$ cat config.mk
export PLATFORM = sky130hd
export DESIGN_NAME = traffic_light_monitor
export DESIGN_NICKNAME = d
export VERILOG_FILES = /design/src/rtl/traffic_light_pkg.sv /design/src/rtl/tlm_pattern_decode.sv /design/src/rtl/traffic_light_monitor.sv
export SDC_FILE = /design/constraint.sdc
export NUM_CORES = 1
export LEC_CHECK = 0
export BUFFER_PORTS_ARGS = -buffer_cell sky130_fd_sc_hd__buf_4
export CAP_MARGIN = 0
export CORE_MARGIN = 2
export CORE_UTILIZATION = 45
export DETAILED_ROUTE_END_ITERATION = 16
export PLACE_DENSITY = 0.78
export REMOVE_ABC_BUFFERS = 1
export SKIP_CTS_REPAIR_TIMING = 1
export SLEW_MARGIN = 5
export SYNTH_ARGS = -nofsm -noshare
export SYNTH_HDL_FRONTEND = slang
export SYNTH_HIERARCHICAL = 1
export SYNTH_SLANG_ARGS = --single-unit
$ cat constraint.sdc
create_clock -name clk -period 6.6 [get_ports clk]
set_input_delay 0.33 -clock clk [delete_from_list [all_inputs] [get_ports clk]]
set_output_delay 0.33 -clock clk [all_outputs]
set_load 0.005 [all_outputs]
$ cat src/rtl/traffic_light_pkg.sv
// rtl/traffic_light_pkg.sv - shared phase encodings, fault codes and lamp helpers
//
// Purpose: types and helpers shared by the traffic light monitor and the
// intersection controller.
//   phase_e        : 2-bit phase encoding (00 G1R2, 01 Y1R2, 10 R1G2, 11 R1Y2)
//   FC_*           : 3-bit fault cause codes
//   lamps_t        : 6-bit lamp pattern {red1, yellow1, green1, red2, yellow2, green2}
//   next_phase     : the only legal successor of a phase
//   expected_dwell : nominal dwell of a phase in clk cycles

package traffic_light_pkg;

   typedef enum logic [1:0] {
      PH_G1R2 = 2'b00,
      PH_Y1R2 = 2'b01,
      PH_R1G2 = 2'b10,
      PH_R1Y2 = 2'b11
   } phase_e;

   localparam logic [2:0] FC_NONE      = 3'd0;
   localparam logic [2:0] FC_MALFORMED = 3'd1;
   localparam logic [2:0] FC_CONFLICT  = 3'd2;
   localparam logic [2:0] FC_SEQUENCE  = 3'd3;
   localparam logic [2:0] FC_SHORT     = 3'd4;
   localparam logic [2:0] FC_LONG      = 3'd5;

   typedef logic [5:0] lamps_t;

   // The phase cycle is a plain 2-bit increment with wrap.
   function automatic phase_e next_phase(input phase_e ph);
      return phase_e'(ph + 2'd1);
   endfunction

   function automatic logic [31:0] expected_dwell(input phase_e ph,
                                                  input logic [31:0] green_cycles,
                                                  input logic [31:0] yellow_cycles);
      if (ph == PH_Y1R2 || ph == PH_R1Y2) begin
         return yellow_cycles;
      end
      return green_cycles;
   endfunction

endpackage

$ cat src/rtl/tlm_pattern_decode.sv
// rtl/tlm_pattern_decode.sv - combinational lamp pattern classifier
//
// Purpose: classifies one 6-bit lamp pattern.
//   lamps     in  6 : {red1, yellow1, green1, red2, yellow2, green2}
//   phase     out 2 : decoded phase, meaningful only when legal
//   legal     out 1 : pattern is one of the four legal phases
//   malformed out 1 : a head does not have exactly one lamp on
//   conflict  out 1 : both heads single and neither shows red

module tlm_pattern_decode
   import traffic_light_pkg::*;
(
   input  logic [5:0] lamps,
   output logic [1:0] phase,
   output logic       legal,
   output logic       malformed,
   output logic       conflict
);

   logic   single1;
   logic   single2;
   phase_e ph;

   // Exactly one of three bits: odd parity rules out 0 and 2, the AND rules out 3.
   assign single1   = (^lamps[5:3]) & ~(&lamps[5:3]);
   assign single2   = (^lamps[2:0]) & ~(&lamps[2:0]);
   assign malformed = ~(single1 & single2);
   assign conflict  = single1 & single2 & ~lamps[5] & ~lamps[2];

   // All-red is neither a fault nor one of the four phases; it decodes as not legal.
   always_comb begin
      ph    = PH_G1R2;
      legal = 1'b0;
      if (single1 && single2) begin
         if (lamps[3] && lamps[2]) begin
            ph    = PH_G1R2;
            legal = 1'b1;
         end else if (lamps[4] && lamps[2]) begin
            ph    = PH_Y1R2;
            legal = 1'b1;
         end else if (lamps[5] && lamps[0]) begin
            ph    = PH_R1G2;
            legal = 1'b1;
         end else if (lamps[5] && lamps[1]) begin
            ph    = PH_R1Y2;
            legal = 1'b1;
         end
      end
   end

   assign phase = ph;

endmodule

$ cat src/rtl/traffic_light_monitor.sv
// rtl/traffic_light_monitor.sv - passive supervisor on the intersection lamp outputs
//
// Purpose: decodes the six lamps into a phase and raises a sticky fault with a
// cause code on malformed/conflicting patterns, illegal phase sequences and
// (when TLM_TIMING_CHECK_EN is defined) out-of-tolerance dwell times.
// Ports:
//   clk, rst                    : clock, synchronous active-high reset
//   red1/yellow1/green1         : head 1 lamps
//   red2/yellow2/green2         : head 2 lamps
//   clr                         : clears fault / fault_code
//   phase, phase_valid          : decoded phase (holds on illegal), current pattern legal
//   synced                      : a legal-to-legal change seen since last illegal pattern/reset
//   fault, fault_code           : sticky fault and first captured cause
//   cycle_cnt                   : entries into G1R2 while synced, wrapping
// Build option: TLM_TIMING_CHECK_EN builds the dwell counter and SHORT/LONG checks.

module traffic_light_monitor
   import traffic_light_pkg::*;
#(
   parameter logic [31:0] GREEN_CYCLES  = 32'd1_500_000_000,
   parameter logic [31:0] YELLOW_CYCLES = 32'd250_000_000,
   parameter logic [31:0] TOL_CYCLES    = 32'd50_000
) (
   input  logic        clk,
   input  logic        rst,
   input  logic        red1,
   input  logic        yellow1,
   input  logic        green1,
   input  logic        red2,
   input  logic        yellow2,
   input  logic        green2,
   input  logic        clr,
   output logic [1:0]  phase,
   output logic        phase_valid,
   output logic        synced,
   output logic        fault,
   output logic [2:0]  fault_code,
   output logic [15:0] cycle_cnt
);

   lamps_t      cur_q, cur_d, prev_q, prev_d;
   logic        cur_vld_q, cur_vld_d, prev_vld_q, prev_vld_d;
   logic        prev_legal_q, prev_legal_d;
   phase_e      prev_phase_q, prev_phase_d;
   phase_e      phase_q, phase_d;
   logic        phase_valid_q, phase_valid_d;
   logic        synced_q, synced_d;
   logic        fault_q, fault_d;
   logic [2:0]  fault_code_q, fault_code_d;
   logic [15:0] cycle_cnt_q, cycle_cnt_d;

   logic [1:0]  dec_phase;
   phase_e      cur_phase;
   logic        cur_legal, cur_malformed, cur_conflict;
   logic        changed, ll_change, seq_err, short_err, long_err;
   logic        fault_base;
   logic [2:0]  fault_code_base, ev_code;

   tlm_pattern_decode u_decode (
      .lamps     (cur_q),
      .phase     (dec_phase),
      .legal     (cur_legal),
      .malformed (cur_malformed),
      .conflict  (cur_conflict)
   );

   assign cur_phase = phase_e'(dec_phase);

   // cur/prev carry valid bits so the cleared reset pattern is never judged.
   assign changed   = cur_vld_q & prev_vld_q & (cur_q != prev_q);
   assign ll_change = changed & prev_legal_q & cur_legal;
   assign seq_err   = ll_change & (cur_phase != next_phase(prev_phase_q));

   always_comb begin
      cur_d         = {red1, yellow1, green1, red2, yellow2, green2};
      cur_vld_d     = 1'b1;
      prev_d        = cur_q;
      prev_vld_d    = cur_vld_q;
      prev_legal_d  = cur_vld_q & cur_legal;
      prev_phase_d  = cur_phase;
      phase_d       = phase_q;
      phase_valid_d = phase_valid_q;
      synced_d      = synced_q;
      cycle_cnt_d   = cycle_cnt_q;

      if (cur_vld_q) begin
         phase_valid_d = cur_legal;
         if (cur_legal) begin
            phase_d = cur_phase;
         end
         if (!cur_legal) begin
            synced_d = 1'b0;
         end else if (ll_change) begin
            synced_d = 1'b1;
         end
         if (ll_change && !seq_err && cur_phase == PH_G1R2 && synced_q) begin
            cycle_cnt_d = cycle_cnt_q + 16'd1;
         end
      end
   end

   always_comb begin
      ev_code = FC_NONE;
      if (cur_vld_q) begin
         if (cur_conflict) begin
            ev_code = FC_CONFLICT;
         end else if (cur_malformed) begin
            ev_code = FC_MALFORMED;
         end else if (seq_err) begin
            ev_code = FC_SEQUENCE;
         end else if (short_err) begin
            ev_code = FC_SHORT;
         end else if (long_err) begin
            ev_code = FC_LONG;
         end
      end

      // clr clears first, so an event in the same cycle is still captured.
      fault_base      = clr ? 1'b0 : fault_q;
      fault_code_base = clr ? FC_NONE : fault_code_q;
      fault_d         = fault_base;
      fault_code_d    = fault_code_base;
      if (!fault_base && ev_code != FC_NONE) begin
         fault_d      = 1'b1;
         fault_code_d = ev_code;
      end
   end

   always_ff @(posedge clk) begin
      if (rst) begin
         cur_q         <= '0;
         cur_vld_q     <= 1'b0;
         prev_q        <= '0;
         prev_vld_q    <= 1'b0;
         prev_legal_q  <= 1'b0;
         prev_phase_q  <= PH_G1R2;
         phase_q       <= PH_G1R2;
         phase_valid_q <= 1'b0;
         synced_q      <= 1'b0;
         fault_q       <= 1'b0;
         fault_code_q  <= FC_NONE;
         cycle_cnt_q   <= '0;
      end else begin
         cur_q         <= cur_d;
         cur_vld_q     <= cur_vld_d;
         prev_q        <= prev_d;
         prev_vld_q    <= prev_vld_d;
         prev_legal_q  <= prev_legal_d;
         prev_phase_q  <= prev_phase_d;
         phase_q       <= phase_d;
         phase_valid_q <= phase_valid_d;
         synced_q      <= synced_d;
         fault_q       <= fault_d;
         fault_code_q  <= fault_code_d;
         cycle_cnt_q   <= cycle_cnt_d;
      end
   end

`ifdef TLM_TIMING_CHECK_EN
   // dwell_q is the run length of the pattern now in prev; run_len is the
   // run length including cur. timed_q is the timed flag of the phase in prev.
   logic [31:0] dwell_q, dwell_d, run_len, exp_prev, exp_cur;
   logic        timed_q, timed_d, first, cur_timed;

   always_comb begin
      first = cur_vld_q & ~prev_vld_q;
      if (changed || first) begin
         run_len = 32'd1;
      end else if (&dwell_q) begin
         run_len = dwell_q;
      end else begin
         run_len = dwell_q + 32'd1;
      end
      dwell_d   = cur_vld_q ? run_len : 32'd0;
      cur_timed = cur_vld_q & cur_legal & (changed ? prev_legal_q : timed_q);
      timed_d   = cur_timed;
      exp_prev  = expected_dwell(prev_phase_q, GREEN_CYCLES, YELLOW_CYCLES);
      exp_cur   = expected_dwell(cur_phase, GREEN_CYCLES, YELLOW_CYCLES);
      short_err = changed & timed_q & (dwell_q < exp_prev - TOL_CYCLES);
      // Equality on a monotonic counter fires exactly once per phase.
      long_err  = cur_timed & ~changed & (run_len == exp_cur + TOL_CYCLES + 32'd1);
   end

   always_ff @(posedge clk) begin
      if (rst) begin
         dwell_q <= '0;
         timed_q <= 1'b0;
      end else begin
         dwell_q <= dwell_d;
         timed_q <= timed_d;
      end
   end
`else
   logic unused_timing_params;
   assign unused_timing_params = ^{GREEN_CYCLES, YELLOW_CYCLES, TOL_CYCLES};
   assign short_err = 1'b0;
   assign long_err  = 1'b0;
`endif

   assign phase       = phase_q;
   assign phase_valid = phase_valid_q;
   assign synced      = synced_q;
   assign fault       = fault_q;
   assign fault_code  = fault_code_q;
   assign cycle_cnt   = cycle_cnt_q;

endmodule
* Word level (Yosys, flattened, before mapping)
Cells that the tools add are included.
** Cells by class
- Add/subtract/negate cells :: 2
- Reductions and logical operators :: 21
- Bitwise logic cells :: 15
- Multiplexer cells :: 21
- Equality and inequality tests :: 3
** Operators by type and width (count)
- two-way mux 2 bit :: 9
- adder 16 x 1 -> 16 bit, second input constant :: 1
- bitwise AND 1 bit :: 11
- two-way mux 1 bit :: 10
- logical AND 1 bit :: 9
- two-way mux 3 bit :: 2
- != test 6 bit :: 1
- AND reduction 2 bit :: 3
- AND reduction 3 bit :: 2
- parity 3 bit :: 2
- inverter 1 bit :: 4
- nonzero test 3 bit :: 1
- adder 2 x 1 -> 2 bit, second input constant :: 1
- zero test 1 bit :: 2
- zero test 2 bit :: 1
- != test 2 x 1 -> 1 bit, second input constant :: 1
- != test 2 bit :: 1
- nonzero test 2 bit :: 1
** Storage, ports and cells
- Register bits :: 41
- Word-level logic and storage cells :: 74

* Logic depth before layout (Yosys ltp)
Gate-level depths: netlist of run 1.
- Depth in word-level cells :: 15
- Depth in mapped cells :: 10

* Modules after synthesis
The synthesis of run 1 kept the hierarchy.
** Modules (own cells, without submodules)
- traffic_light_monitor :: times used 1, area an instance 1644.1 um2, cells each 167
- tlm_pattern_decode :: times used 1, area an instance 141.4 um2, cells each 15

* Worst setup path before layout of run 1
No wires, ideal clock.
- Path type :: reg-to-reg
- From :: register cur_q[3]
- To :: register cycle_cnt_q[8], in the netlist cycle_cnt[8]
- Period minus slack after synthesis :: 2.566 ns
- Slack :: 4.034 ns
- Path buffers :: 0
- Data arrival time :: 2.439 ns
- Library setup time :: 0.128 ns
- Data required time :: 6.472 ns
- Cell stages (with the launch flop) :: 11
- Path through :: dfxtp_1 > ha_1 > and2b_1 > o22ai_2 > nor3b_2 > and4bb_2 > nand4_4 > a2111oi_4 > and2b_1 > xnor2_1 > nor2_1
** On the way
- Word-level cells in the longest chain between the ends :: 12
** RTL lines
- from (decl) :: line traffic_light_monitor.sv:41 : lamps_t cur_q, cur_d, prev_q, prev_d;
- from (signal assigned) :: line traffic_light_monitor.sv:144 : cur_q <= cur_d;
- AND reduction 3 bit :: line tlm_pattern_decode.sv:25 : assign single1 = (^lamps[5:3]) & ~(&lamps[5:3]);
- inverter 1 bit :: line tlm_pattern_decode.sv:25
- bitwise AND 1 bit :: line tlm_pattern_decode.sv:25
- logical AND 1 bit :: line tlm_pattern_decode.sv:34 : if (single1 && single2) begin
- two-way mux 2 bit (*) :: line tlm_pattern_decode.sv:34
- named net cur_phase[1] :: line traffic_light_monitor.sv:53 : phase_e cur_phase;
- != test 2 bit :: line traffic_light_monitor.sv:72 : assign seq_err = ll_change & (cur_phase != next_phase(prev_phase_q));
- bitwise AND 1 bit :: line traffic_light_monitor.sv:72
- zero test 1 bit :: line traffic_light_monitor.sv:96 : if (ll_change && !seq_err && cur_phase == PH_G1R2 && synced_q) begin
- logical AND 1 bit :: line traffic_light_monitor.sv:96
- logical AND 1 bit (*) (2 in a row) :: line traffic_light_monitor.sv:96
- AND reduction 2 bit (no line) (*)
- to (signal assigned) :: line traffic_light_monitor.sv:155 : cycle_cnt_q <= cycle_cnt_d;
- to (decl) :: line traffic_light_monitor.sv:50 : logic [15:0] cycle_cnt_q, cycle_cnt_d;
The timed path passes the listed nets; every way through them passes the cells marked *.
A chain may end at the register's enable or synchronous reset.

* Final worst setup path of run 1
- From :: register cur_q[0]
- To :: register cycle_cnt_q[7], in the netlist cycle_cnt[7]
** On the way
- Word-level cells in the longest chain between the ends :: 12
** RTL lines (line)
- logical AND 1 bit or AND reduction 3 bit (tied branches) :: tlm_pattern_decode.sv:41, tlm_pattern_decode.sv:26
- two-way mux 2 bit or inverter 1 bit (tied branches) :: tlm_pattern_decode.sv:41, tlm_pattern_decode.sv:26
- two-way mux 2 bit or bitwise AND 1 bit (tied branches) :: tlm_pattern_decode.sv:38, tlm_pattern_decode.sv:26
- two-way mux 2 bit or logical AND 1 bit (tied branches) :: tlm_pattern_decode.sv:35, tlm_pattern_decode.sv:34
- two-way mux 2 bit (*) :: tlm_pattern_decode.sv:34
- named net cur_phase[1] :: traffic_light_monitor.sv:53
- != test 2 bit :: traffic_light_monitor.sv:72
- bitwise AND 1 bit :: traffic_light_monitor.sv:72
- zero test 1 bit :: traffic_light_monitor.sv:96
- logical AND 1 bit :: traffic_light_monitor.sv:96
- logical AND 1 bit (*) (2 in a row) :: traffic_light_monitor.sv:96
- AND reduction 2 bit (no line) (*)
Marks and branches as above.

==> metrics.md, run 1 <==
| Metric | Value |
|---|---|
| Final Setup Violations | 0 |
| Power consumption | 0.503 mW |
| Vias in the first global route | around 1300 |
| Max-cap violation count | 0 |
| Adder-cell share of the synthesized area | under 10% |
| Drt total wl | 3.25 mm |
| First DRT Iteration DRCs | 66 |
| Final RePlAce weighted congestion | a little under 0.8 |
| Pin count of the biggest net entering global routing | 39 |
| Relative slew slack | between 60% and 70% |
| Worst-Margin Slew | between 500 and 600 ps |
| Worst Path Arrival | slightly above 3000 ps |
| Gate Count Post-Synth | around 180 |
| Wire per inst | ~12 um |
| Core Region | roughly 0.0037 mm2 |
| GR Util met1 | about a fifth |
| Switch share | a little over a fifth |
| Post-synth top area share | between 40% and 50% |
| DR vias/cell | 5.02 |
| Area post-placement | between 0.002 and 0.0025 mm2 |
| Setup Skew | 3.82 ps |
| Clk root buf | clkbuf_8 |
| Simple-Gate Fraction of Synth Area | about 28% |
| Hold path cells | 2 |
| Htree depth | 2 |
| Row count | 22 |
| Final worst path period need | roughly 2900 ps |
| Grt met2 use | 26.0% |
| Async S/R FF share, synth | 0% |
| Detail Route Antenna Nets | 0 |
| Sequential share of power | roughly half |
| Hold_sp | red2 |
| Synth top area cells | dfxtp_1, xor2_1, nor2b_1 |
| Hold Fails Final Rpt | 0 |
| Synth Area in Compound Gates | a little under an eighth |
| Clock sinks | 40 |
| Synth top cells by count | dfxtp_1, nor2_1, xor2_1 |
| Layout cells sized above 1 | 25.9% |
| Ant. Diodes | 0 |
| Fillers | approximately 350 |
| I/O pin total | 33 |
| Crit path top cell by count | nand4_1 |
| #FFs+latches synth | 40 |
| Outcome | completed |
| Num CTS Buffers | 5 |
| Syn avg cell area | 9.81 um2 |
| Starting Density | a little under half |
| Final TNS setup | 0 ps |
| Deepest clock path buffer count | 2 |
| TritonRoute pass-1 iters | 4 |
| Finished Cell Area | between 0.002 and 0.0025 mm2 |
| Final worst-path cycle share | a little over two fifths |
| Setup CP Type | flop to flop |
| GR Util All Layers | about 16% |
| Critical Path RT | ~6800 ps |
| Max-slew violation count | 0 |
| Synth warn | 6 |
| Hold WC Path Type | primary input to flop |
| Total internal power | 0.397 mW |
| DRC viols | 0 |
| R2R depth | 10 |
| Fmax | roughly 0.35 GHz |
| Hold_ws | 250 ps |
| Met3 usage | 5.07% |
| Vias post-DR | ~1300 |
| Initial antenna violation count | 0 |
| First-pass GRT wire length | about 5.5 mm |
| Chip Width | around 67 um |
| Port bufs | 31 |
| Cell breakdown of the critical path | ha_1, nor2b_1, o22ai_2, nor3b_2, and4bb_2, nand4_1, a211oi_2, nand4_1, xor2_1, nor2_1 |
| Post-synth EDFFs | 0 |
| Top_reg_cell synth | dfxtp_1 |
| RSZ-0062 raised after global routing | false |
| Cell with the most instances after synthesis | dfxtp_1 |
| CP endpoint kind | flop |
| CTS tree | built |
| Layout area overhead | 22.0% |
| Final HPWL DP | 2.32 mm |
| Clk Latency, worst-skew pair | between 200 and 300 ps |
| Comb pwr share | 7.1% |
| Worst path slowest cell | a211oi_2 |
| Crit path launch | cur_q[0] |
| Worst IR drop on VDD | around 0.13 mV |
| Nets | between 200 and 250 |
| Post-synthesis xor/xnor area fraction | about a tenth |
| Max incr delay on CP | 430 ps |
| CP startpoint kind | flop |
| Pleak | 0.918 nW |
| Clock transition at the registers of the reported paths | about 80 ps |
| Switching power | about 0.11 mW |
| RR Startpoint | cur_q[0] |
| Die Ht | roughly 67 um |
| Synth Cell Area | between 0.0015 and 0.002 mm2 |
| Total grt overflow | 0 |
| Critical path fanouts, max | 8 |
| Global route hottest layer | met2 |
| Clock power share | a little over two fifths |
| Post-synthesis mux area share | less than 1% |
| Yosys cell types | 43 |
| Register area share after synthesis | 44.8% |
| Largest family of logic cells by synthesized area | simple AND/OR/NAND/NOR gates |
| Full die area | between 0.004 and 0.005 mm2 |
| PwrDens | about 230 mW/mm2 |
| Synth area leader | dfxtp_1 |
[final timing paths]
check	slack, ps	end
setup / recovery	3750	cycle_cnt[7]
hold / removal	250	cur_q[2]
setup reg to reg	3750	cycle_cnt[7]
hold reg to reg	460	phase[0]
[critical path: cells and delay by family, from the launching register on]
kind	cells	cell delay (ps)
and+or+nand+nor	6	1030
AOI/OAI and AO/OA	2	830
DFF	1	350
adders and majority gates	1	330
xor gates and xnor gates	1	180
[flip-flops by register name, indices dropped and copies added (netlist names), 2 cells and up]
register and cells:
prev_phase_q 2, fault_code 2, prev_q 6, cycle_cnt 16
cur_q 6, phase 2
[power groups by stage]
stage	registers, mW	logic, mW	clock network (mW)
global route	0.253	0.0401	0.230
finish	0.252	0.0359	0.215
global placement	0.258	0.0352	0
CTS	0.252	0.0361	0.221
floorplan	0.257	0.0235	0
detailed placement	0.258	0.0357	0
[stage by stage]
| stage | util [%] | setup WS, ps | instances |
|---|---|---|---|
| 3_5_place_dp | 54.8 | 3790 | 256 |
| 5_1_grt | 58.2 | 3460 | 264 |
| 4_1_cts | 58.2 | 3740 | 264 |
| 6_report | 58.2 | 3750 | 264 |
| 2_1_floorplan | - | 4050 | 177 |
| 3_3_place_gp | 54.8 | 3850 | 256 |
[area by class of cell]
class / count / area, um2 / area share, %
clock inverter: 1 / 30.0 / 1.38
tap: 48 / 60.1 / 2.76
multi-input combinational: 131 / 936 / 43.0
sequential: 40 / 801 / 36.8
inverter: 6 / 22.5 / 1.03
timing repair buffer: 31 / 233 / 10.7
clock buffer: 7 / 96.3 / 4.42
[cells by family (layout without fill, tap and decap cells)]
group	Yosys count	after routing
fa+ha+maj	3	3
xor+xnor	21	21
flops	40	40
other cells	1	1
compound gates	22	22
mux	1	1
simple gates	83	83
buf+inv	11	45
[routing by layer]
layer | share of wire, % | vias up
met2 | 46 | 24
met1 | 49 | 614
met3 | 3.6 | 4
li1 | - | 682
met4 | 1.2 | 0
met5 | 0 | -
[placed cells by master, fill, tap and decap left out, drive strengths merged, types with 3 or more instances in the layout]
master	n
nand2	12
nor2b	16
ha	3
xor2	18
a21oi	6
nor3b	3
xnor2	3
nand4	6
nand3	7
nor2	25
dfxtp	40
buf	31
o21ai	5
and3	3
inv	6
clkbuf	7
Note: power is estimated with default switching activity, not from simulation.
==> run 2, diff against run 1 <==
==> constraint.sdc (replaced) <==
create_clock -name clk -period 2.7 [get_ports clk]
set_input_delay 0.135 -clock clk [delete_from_list [all_inputs] [get_ports clk]]
set_output_delay 0.135 -clock clk [all_outputs]
set_load 0.005 [all_outputs]
==> run 2 against run 1 <==
Effect of this change: non-clock buffer count rose by 5; combinational power increased to 2.6 times the previous value; core utilization up 0.70 points; sequential power rose by 140%; critical path depth rose by 1; clock skew increased by 4.4 ps; total power grew 120%; critical endpoint is now fault_code[1]; cell area is 1.2% higher; via count grew 2.0%; hold slack worse by 200 ps; register-to-register slack worse by 3600 ps.
==> metrics.md, run 2 (same netlist as run 1, synthesis figures left out) <==
| Metric | Value |
|---|---|
| Outcome | completed |
| Nets | approximately 230 |
| Fmax | roughly 0.40 GHz |
| Hold path cells | 2 |
| Clk Latency, worst-skew pair | ~290 ps |
| Detail Route Antenna Nets | 0 |
| Reg2Reg Setup Slack | a little under 200 ps |
| Pleak | 0.925 nW |
| Max incr delay on CP | ~350 ps |
| Final HPWL DP | about 2.3 mm |
| Hold_sp | red1 |
| Final worst path period need | 2510 ps |
| Deepest clock path buffer count | 2 |
| Hold Fails Final Rpt | 0 |
| Total grt overflow | 0 |
| Hold WC Path Type | primary input to flop |
| DR vias/cell | ~5.0 |
| Row count | 22 |
| Full die area | roughly 0.0045 mm2 |
| Critical Path RT | just under 3000 ps |
| Worst IR drop on VDD | between 0.2 and 0.3 mV |
| Final RePlAce weighted congestion | between 0.7 and 0.8 |
| Initial antenna violation count | 0 |
| Clk root buf | clkbuf_8 |
| TritonRoute pass-1 iters | 4 |
| Htree depth | 2 |
| Layout cells sized above 1 | 29.9% |
| Layout area overhead | 23.5% |
| Core Region | approximately 0.0037 mm2 |
| Worst Path Arrival | roughly 2700 ps |
| CP startpoint kind | flop |
| Worst-Margin Slew | approximately 500 ps |
| Wire per inst | around 12 um |
| Worst R2R End | fault_code[1] |
| Num CTS Buffers | 5 |
| Port bufs | 31 |
| Cell breakdown of the critical path | ha_1, nor3b_4, o22ai_2, nor3b_2, buf_4, xor2_1, nor2_1, a22oi_2, and3_4, o311ai_4, a32o_1 |
| R2R depth | 11 |
| Max-slew violation count | 0 |
| Final core utilization | between 50% and 60% |
| Crit path max-delay family | simple AND/OR/NAND/NOR gates |
| Hold_ws | approximately 54 ps |
| RSZ-0062 raised after global routing | false |
| Drt total wl | around 3.3 mm |
| Pin count of the biggest net entering global routing | 39 |
| Ant. Diodes | 0 |
| DRC viols | 0 |
| Relative slew slack | 66.5% |
| Worst path slowest cell | dfxtp_2 |
| I/O pin total | 33 |
| Worst hold endpoint | cur_q[5] |
| CP bufs+invs | 1 |
| Critical path fanouts, max | 5 |
| PwrDens | ~510 mW/mm2 |
| CTS tree | built |
| Final worst-path cycle share | between 90 and 100% |
| RR Startpoint | cur_q[3] |
| Vias post-DR | ~1400 |
| First-pass GRT wire length | 5.58 mm |
| Max-cap violation count | 0 |
| Clock sinks | 40 |
| First DRT Iteration DRCs | 50 |
| Starting Density | between 40% and 50% |
| Chip Width | between 60 and 70 um |
| Final Setup Violations | 0 |
| Setup Skew | 8.20 ps |
| Setup CP Type | flop to flop |
| Max reg flops | 16 |
| Most frequent cells in the layout | dfxtp_1, buf_4, nor2_1 |
| GR Util All Layers | between 10% and 20% |
| Final TNS setup | 0 ps |
| Die Ht | around 67 um |
| CP endpoint kind | flop |
| Clock transition at the registers of the reported paths | approximately 80 ps |
| Vias in the first global route | about 1300 |
run 2: changes by cell type in the layout (fill, tap and decap cells not counted), sizes merged:
cell      change
buf           +5
bufinv        -1
clkbuf        -1
clkinvlp      +2
run 2: through the flow:
stage	instances	total power, mW	instance area (um2)	worst slack (ps)
global route	269	1.17	2200	13.5
detailed placement	260	0.721	2080	95.1
global placement	260	0.719	2080	143
finish	269	1.13	2200	195
CTS	268	1.13	2180	73.1
floorplan	177	0.685	1760	147
run 2: final cells by class:
class	count	area, um2
Inverter	6	22.5
Clock inverter	2	15.0
Multi-Input combinational cell	131	948
Sequential cell	40	806
Clock buffer	6	82.6
Tap cell	48	60.1
Fill cell	342	1540
Timing Repair Buffer	36	270
run 2: worst register-to-register path, cell delays in order, from the launching register on:
cell and delay, ps:
dfxtp_2 350, ha_1 340, nor3b_4 190, o22ai_2 140, nor3b_2 200, buf_4 150, xor2_1 210, nor2_1 80
a22oi_2 180, and3_4 230, o311ai_4 90, a32o_1 260
run 2: worst max path at each step:
stage,to,cells after the start,start
after floorplan,cycle_cnt[8],10,cur_q[3]
after global placement,cycle_cnt[8],10,cur_q[3]
after detailed placement,cycle_cnt[8],10,cur_q[3]
after CTS,cycle_cnt[8],10,cur_q[3]
after global routing,fault_code[1],11,cur_q[0]
final,fault_code[1],11,cur_q[3]
run 2: report_power, final:
part	leakage, nW	switching [mW]	internal (mW)
registers	0.327	0.0132	0.604
clock network	0.0434	0.212	0.207
logic	0.555	0.0488	0.0431
total	0.925	0.274	0.854
run 2: metal layers:
metal	vias up	track usage [%]	share of wire, %
met1	622	21.0	49
met5	-	0	0
li1	690	-	-
met4	0	6.89	1.8
met3	5	5.07	4.6
met2	33	26.3	45
